[config.mk]
export PLATFORM = sky130hd
export DESIGN_NAME = fb_scanout_flat
export DESIGN_NICKNAME = d
export VERILOG_FILES = /design/src/rtl/fb_scanout_if.sv /design/src/rtl/fb_scanout.sv /design/src/flat_wrapper.sv
export SDC_FILE = /design/constraint.sdc
export NUM_CORES = 1
export LEC_CHECK = 0
export ABC_AREA = 1
export BUFFER_PORTS_ARGS = -buffer_cell sky130_fd_sc_hd__buf_2
export CORE_UTILIZATION = 54
export CTS_CLUSTER_SIZE = 12
export DETAILED_ROUTE_END_ITERATION = 6
export HOLD_SLACK_MARGIN = 0.12
export MAX_ROUTING_LAYER = met4
export PLACE_DENSITY = 0.86
export SKIP_LAST_GASP = 1
export SLEW_MARGIN = 0
export SYNTH_ARGS = -nofsm -noshare
export SYNTH_HDL_FRONTEND = slang
export SYNTH_SLANG_ARGS = --single-unit
[constraint.sdc]
create_clock -name clk -period 3.6 [get_ports clk]
set_input_delay 0.18 -clock clk [delete_from_list [all_inputs] [get_ports clk]]
set_output_delay 0.18 -clock clk [all_outputs]
set_load 0.02 [all_outputs]
[src/rtl/fb_scanout_if.sv]
// fb_scanout_if: frame-buffer read port; the scanout engine is master, memory is slave.
interface fb_scanout_if #(
   parameter int ADDR_W = 18
) ();
   logic              rd_en;
   logic [ADDR_W-1:0] rd_addr;
   logic [11:0]       rd_data;
   modport master (output rd_en, output rd_addr, input rd_data);
   modport slave  (input rd_en, input rd_addr, output rd_data);
endinterface

[src/rtl/fb_scanout.sv]
// fb_scanout: double-buffered frame-buffer scanout with a fixed-latency read pipeline.
// Page flips are deferred to the next vsync rising edge so a frame never mixes pages.
module fb_scanout #(
   parameter int POS_DIV = 9,
   parameter int FB_COLS = 320,
   parameter int FB_ROWS = 240,
   parameter int ADDR_W  = 18,
   parameter int MEM_LAT = 2
) (
   input  logic               clk,
   input  logic               rst,
   input  logic [POS_DIV-1:0] pos_x_div,
   input  logic [POS_DIV-1:0] pos_y_div,
   input  logic               active,
   input  logic               i_hsync,
   input  logic               i_vsync,
   fb_scanout_if.master       mem,
   input  logic               swap_req,
   output logic               swap_ack,
   output logic               page,
   output logic [3:0]         o_red,
   output logic [3:0]         o_green,
   output logic [3:0]         o_blue,
   output logic               o_hsync,
   output logic               o_vsync,
   output logic               o_active
);
   typedef enum logic {IDLE, PENDING} state_t;
   typedef logic [ADDR_W-1:0] addr_t;
   typedef logic [POS_DIV:0]  pos_t;
   localparam addr_t PAGE_OFS = addr_t'(FB_COLS * FB_ROWS);
   localparam addr_t COLS_A   = addr_t'(FB_COLS);
   localparam pos_t  COLS_P   = pos_t'(FB_COLS);
   localparam pos_t  ROWS_P   = pos_t'(FB_ROWS);
   state_t      state_q, state_d;
   logic        vs_prev_q, vs_rise, ack_d, swap_ack_q, page_q;
   logic        en_d;
   addr_t       addr_d, addr_q;
   logic [3:0]  s1_q;
   logic [3:0]  dl_q [MEM_LAT];
   logic [11:0] rgb_q;
   logic [2:0]  sync_q;
   // Previous vsync resets high so a level already high at release is not an edge.
   assign vs_rise = i_vsync & ~vs_prev_q;
   always_ff @(posedge clk) begin
      if (rst) begin
         state_q    <= IDLE;
         vs_prev_q  <= 1'b1;
         swap_ack_q <= 1'b0;
         page_q     <= 1'b0;
      end else begin
         state_q    <= state_d;
         vs_prev_q  <= i_vsync;
         swap_ack_q <= ack_d;
         page_q     <= page_q ^ ack_d;
      end
   end
   always_comb begin
      state_d = (state_q == IDLE) ? (swap_req ? PENDING : IDLE) : (vs_rise ? IDLE : PENDING);
   end
   always_comb begin
      ack_d = (state_q == PENDING) & vs_rise;
   end
   always_comb begin
      en_d   = active & ({1'b0, pos_x_div} < COLS_P) & ({1'b0, pos_y_div} < ROWS_P);
      addr_d = (page_q ? PAGE_OFS : '0) + addr_t'(pos_y_div) * COLS_A + addr_t'(pos_x_div);
   end
   // Qualifier and syncs ride a MEM_LAT-deep line behind stage 1 to meet the returning data.
   always_ff @(posedge clk) begin
      if (rst) begin
         addr_q <= '0;
         s1_q   <= '0;
         for (int i = 0; i < MEM_LAT; i++) dl_q[i] <= '0;
         rgb_q  <= '0;
         sync_q <= '0;
      end else begin
         addr_q  <= addr_d;
         s1_q    <= {en_d, active, i_hsync, i_vsync};
         dl_q[0] <= s1_q;
         for (int i = 1; i < MEM_LAT; i++) dl_q[i] <= dl_q[i-1];
         rgb_q   <= dl_q[MEM_LAT-1][3] ? mem.rd_data : 12'h000;
         sync_q  <= dl_q[MEM_LAT-1][2:0];
      end
   end
   assign mem.rd_en                 = s1_q[3];
   assign mem.rd_addr               = addr_q;
   assign {o_red, o_green, o_blue}  = rgb_q;
   assign {o_active, o_hsync, o_vsync} = sync_q;
   assign swap_ack                  = swap_ack_q;
   assign page                      = page_q;
endmodule

[src/flat_wrapper.sv]
// flat-port wrapper written by rule: the top's interface ports become plain ports
module fb_scanout_flat 
#(
   parameter int POS_DIV = 9,
   parameter int FB_COLS = 320,
   parameter int FB_ROWS = 240,
   parameter int ADDR_W  = 18,
   parameter int MEM_LAT = 2
)
  (clk, rst, pos_x_div, pos_y_div, active, i_hsync, i_vsync, swap_req, swap_ack, page, o_red, o_green, o_blue, o_hsync, o_vsync, o_active, mem_rd_en, mem_rd_addr, mem_rd_data);
  fb_scanout_if #(.ADDR_W(ADDR_W)) mem_i ();
  input  logic clk;
  input  logic rst;
  input  logic [POS_DIV-1:0] pos_x_div;
  input  logic [POS_DIV-1:0] pos_y_div;
  input  logic active;
  input  logic i_hsync;
  input  logic i_vsync;
  input  logic swap_req;
  output logic swap_ack;
  output logic page;
  output logic [3:0] o_red;
  output logic [3:0] o_green;
  output logic [3:0] o_blue;
  output logic o_hsync;
  output logic o_vsync;
  output logic o_active;
  output wire logic [$bits(mem_i.rd_en)-1:0] mem_rd_en;
  output wire logic [$bits(mem_i.rd_addr)-1:0] mem_rd_addr;
  input wire logic [$bits(mem_i.rd_data)-1:0] mem_rd_data;
  assign mem_rd_en = mem_i.rd_en;
  assign mem_rd_addr = mem_i.rd_addr;
  assign mem_i.rd_data = mem_rd_data;
  fb_scanout #(.POS_DIV(POS_DIV), .FB_COLS(FB_COLS), .FB_ROWS(FB_ROWS), .ADDR_W(ADDR_W), .MEM_LAT(MEM_LAT)) u_core (.clk(clk), .rst(rst), .pos_x_div(pos_x_div), .pos_y_div(pos_y_div), .active(active), .i_hsync(i_hsync), .i_vsync(i_vsync), .mem(mem_i), .swap_req(swap_req), .swap_ack(swap_ack), .page(page), .o_red(o_red), .o_green(o_green), .o_blue(o_blue), .o_hsync(o_hsync), .o_vsync(o_vsync), .o_active(o_active));
endmodule
== Yosys cells after proc, flatten, opt, wreduce, memory -nomap -nowiden ==
Memories as Yosys holds them, arrays and structs flattened.
Index checks and enable logic that the tools add are counted.
Widths: inputs -> output; s select.
Storage, ports and cells
  flip-flop bits (word level): 41
  memory bits (writable): 8
  input port bits: 36
  logic and storage cells: 33
  memories kept: 1
Memories
  u_core.dl_q: words 2, bits a word 4, read ports 2, clocked after memory_dff 0, write ports 2, RTL line fb_scanout.sv:40  | logic [3:0] dl_q [MEM_LAT];
Cells by class
  add/subtract/negate cells: 2
  $mul: 1
  $lt $le $gt $ge: 2
  multiplexer cells: 9
  bitwise gates (word level): 9
  reduce and logical (&&, ||, !) cells: 1
Operators by type and width (number)
  $add 18x18->18: 1
  $add 18x9->18: 1
  $mux 17: 1
  $mul 9x3->12 const B: 1
  $lt 9x8->1 const B: 1
  $lt 9x9->1 const B: 1
  $mux 4: 2
  $mux 1: 6
  $and 1x1->1: 4
  $not 1->1: 2
  $or 1x1->1: 2
  $reduce_or 2->1: 1
  $xor 1x1->1: 1

== Longest topological paths before layout ==
  word-level depth: 4
  gate-level depth with buffers: 17
  mapped depth without buffers: 17

== Worst setup path before layout ==
OpenSTA, ideal clock, no wires.
  kind: input port to flip-flop
  start: input pos_y_div[1]
  end: register u_core.addr_q[17] (netlist: u_core.mem.rd_addr[17])
  setup time: 0.115 ns
  arrival time: 2.202 ns
  required time: 3.485 ns
  path slack: 1.283 ns
  stages on the path: 14
  cell sequence: ha_1 ha_1 inv_1 fa_1 xnor2_1 ha_1 a21o_1 nand3_1 o21ai_2 nand2_1 nand2_2 nand2_2 a21oi_1 nor2_1
Between the ends
  cells in the longest elaborated chain, start to end: 3
RTL lines
  start: declaration: RTL line flat_wrapper.sv:15  | input logic [POS_DIV-1:0] pos_y_div;
  $mul 9x3->12: RTL line fb_scanout.sv:66  | addr_d = (page_q ? PAGE_OFS : '0) + addr_t'(pos_y_div) * COLS_A + addr_t'(pos_x_div);
  $add 18x18->18: RTL line fb_scanout.sv:66
  $add 18x9->18: RTL line fb_scanout.sv:66
  end signal: assignment: RTL line fb_scanout.sv:77  | addr_q <= addr_d;
  end: declaration: RTL line fb_scanout.sv:38  | addr_t addr_d, addr_q;
Every way passes these cells.
A chain may end at the register's enable or synchronous reset.

== Worst setup path after layout ==
Ends and elaborated chain as after synthesis.

==> run metrics <==
outcome=finished, final reports clean; Antenna Nets Post-Route=0; Layout area overhead=32.0%; Post-CTS Setup Bufs=0; Clk pwr share=21.9%; sequential area share after synthesis=45.3%; Top Ports=72; Final Cell Area=2860 sq um; post-synthesis compound-gate area fraction=7.98%; Worst-Margin Slew=417 ps; synthesized area per cell=8.26 sq um; CP startpoint kind=input pin; Tot Pwr=1.38 mW; Max Clock Freq=431 MHz; Clk pin slew, worst setup/hold paths=80 ps; R2R cell count=6; Crit Path Max Fanout=5; peak supply drop=0.000198 V; Yosys cell types=26; Worst Skew=13.2 ps; CTS max path bufs=2; fin crit period=2320 ps; Yosys reg bits=49; Hold Path Cell Cnt=4; initial core utilization=57.8%; TNS Setup=0 ps; total congestion overflow=0; initial antenna violation count=0; layout cells sized above 1=27.7%; First DRT Iteration DRCs=145; first-pass GRT wire length=8.52 mm; Psw=0.473 mW; Sw Share=34.3%; min-delay worst type=input pin to register; Tcrit/Tclk final=64.4%; post-synthesis mux area share=0%; Final GP Congestion=0.853; CTS H-tree depth=2; CTS tree=yes; later-pin clock latency in the skew report=300 ps; main combinational cell family by area after synthesis=simple AND/OR/NAND/NOR gates; Adder-Cell Fraction of Synth Area=14.0%; Post-Synth Simple-Gate Area=19.7%; Die Span Y=65.3 microns; Hold Startpoint=pos_y_div[0]; via count=1945; placeable core region=3740 sq um; routed len/inst=13.0 microns; vias in the first global route=1983; RR Endpoint=u_core.mem.rd_addr[14]$_SDFF_PP0_; Diodes inserted=0; P_leak=1.60 nW; Ys Warns=0; Critical Path AT=2510 ps; Reg power frac=44.7%; Post-Syn Nets=321; met2 WL=2.64 mm; die area=4270 sq um; WS Path Type=input pin to register; Slew Limit Fails=0; Core Util, Final=76.3%; internal power=0.906 mW; all-layer global routing usage=28.0%; async set-reset flop share out of synthesis=0%; via density per instance=4.79; Power Dens Cells=483 nW/um^2; clk sinks=49; IO buf count=71; FP Rows=22; Req. time, crit path=3790 ps; R2R setup slack=1860 ps; cell count after synthesis=262; drt drc=0; cts bufs inserted=5; Hold Crit Endpoint=u_core.mem.rd_addr[6]$_SDFF_PP0_; CP Capture Type=register; Initial DRT Pass Iterations=4; CTS root buf=clkbuf_8; Main synth FF type=dfxtp_1; Detailed Route WL=5.29 mm; Critical R2R Launch=u_core.page$_SDFF_PP0_; Post-synth EDFFs=0; Layout Nets=416; DP HPWL=3.21 mm; uppermost routed layer=met4; Slew HR=72.2%; area of placed instances=2550 sq um; post-synthesis xor/xnor area fraction=1.62%; MaxCap Viol Count=0; largest net degree at the start of global routing=26; RSZ-0062 raised after global routing=false; Die Wd=65.3 microns; Finish-stage setup viols=0; M1 WL=2.10 mm; WL met3=386 microns; Synth Cell Area=2160 sq um; Logic pwr share=33.4%; Final Hold Viols=0
## layout by cell type, fill, tap and decap left out, types with 6 or more instances in the layout
| cell type | instances |
|---|---|
| buf_2 | 71 |
| inv_1 | 57 |
| dfxtp_1 | 49 |
| nor2_1 | 47 |
| dlygate4sd3_1 | 22 |
| ha_1 | 21 |
| nand2_1 | 19 |
| a21oi_1 | 16 |
| nand2_2 | 8 |
| nand3_1 | 8 |
| o21ai_0 | 6 |
## repair_timing
item                                   4_1_cts  5_1_grt
resized for setup                            0        0
hold buffers                                22        0
endpoints found under the hold margin       22        0
## metal layers
layer	track usage, %	vias up
met5	-	-
met4	14.7	0
met3	8.68	16
met2	50.1	76
met1	26.9	870
li1	-	983
## sequential cells by signal, summed over array words and instances (netlist names)
name                cells
u_core.mem.rd_addr     18
u_core.vs_prev_q        1
u_core.dl_q             8
u_core.state_q          1
u_core.rgb_q           12
u_core.s1_q             4
u_core.swap_ack         1
u_core.page             1
u_core.sync_q           3
## Yosys cell counts, types with 3 or more instances
library cell  number  area [sq um]
a21oi_1           16          80.1
clkbuf_1           4          15.0
nand3_1            8          40.0
o21ai_0            6          30.0
ha_1              21           263
dfxtp_1           49           981
nand2_1           19          71.3
o21ai_2            3          26.3
inv_1             57           214
nor2_1            47           176
nand2_2            8          50.1
nand3_2            5          50.1
## worst max path at each step
stage	from	endpoint	slack [ps]
global route	pos_y_div[1]	u_core.mem.rd_addr[14]$_SDFF_PP0_	1130
finish	pos_y_div[1]	u_core.mem.rd_addr[17]$_SDFF_PP0_	1280
CTS	pos_y_div[1]	u_core.mem.rd_addr[17]$_SDFF_PP0_	1300
floorplan	pos_y_div[1]	u_core.mem.rd_addr[17]$_SDFF_PP0_	1280
global placement	pos_y_div[1]	u_core.mem.rd_addr[17]$_SDFF_PP0_	1070
detailed placement	pos_y_div[1]	u_core.mem.rd_addr[17]$_SDFF_PP0_	990
## power by group through the flow
stage	clock (mW)	combinational [mW]	sequential, mW
6_report	0.302	0.461	0.616
5_1_grt	0.339	0.512	0.622
4_1_cts	0.309	0.452	0.615
3_5_place_dp	0	0.431	0.628
3_3_place_gp	0	0.414	0.626
2_1_floorplan	0	0.255	0.682
## logic make-up (layout without fill, tap and decap cells)
logic type               count (synthesis)  after routing
AO/OA/AOI/OAI                           30             30
flip-flops                              49             49
adder cells (fa/ha/maj)                 23             23
AND/OR/NAND/NOR                         92             92
buffers and inverters                   64            160
XOR/XNOR                                 4              4
## critical path, cell delays in order
cell and delay, ps:
buf_2 120, ha_1 270, ha_1 180, inv_1 60, fa_1 410, xnor2_1 150, ha_1 370, a21o_1 170
nand3_1 110, o21ai_2 90, nand2_1 80, nand2_2 80, nand2_2 60, a21oi_1 120, nor2_1 60
## through the flow
| stage | std cells | worst slack (ps) | hold WS, ps |
|---|---|---|---|
| 2_1_floorplan | 262 | 1280 | 284 |
| 3_3_place_gp | 376 | 1070 | 384 |
| 3_5_place_dp | 376 | 994 | 388 |
| 4_1_cts | 406 | 1300 | 229 |
| 5_1_grt | 406 | 1130 | 247 |
| 6_report | 406 | 1280 | 237 |
## layout make-up
type	count	area (sq um)
Clock buffer	6	72.6
Inverter	59	221
Timing Repair Buffer	93	576
Fill cell	247	887
Sequential cell	49	981
Clock inverter	2	10.0
Tap cell	48	60.1
Multi-Input combinational cell	149	936
(Power assumes the default switching activity.)
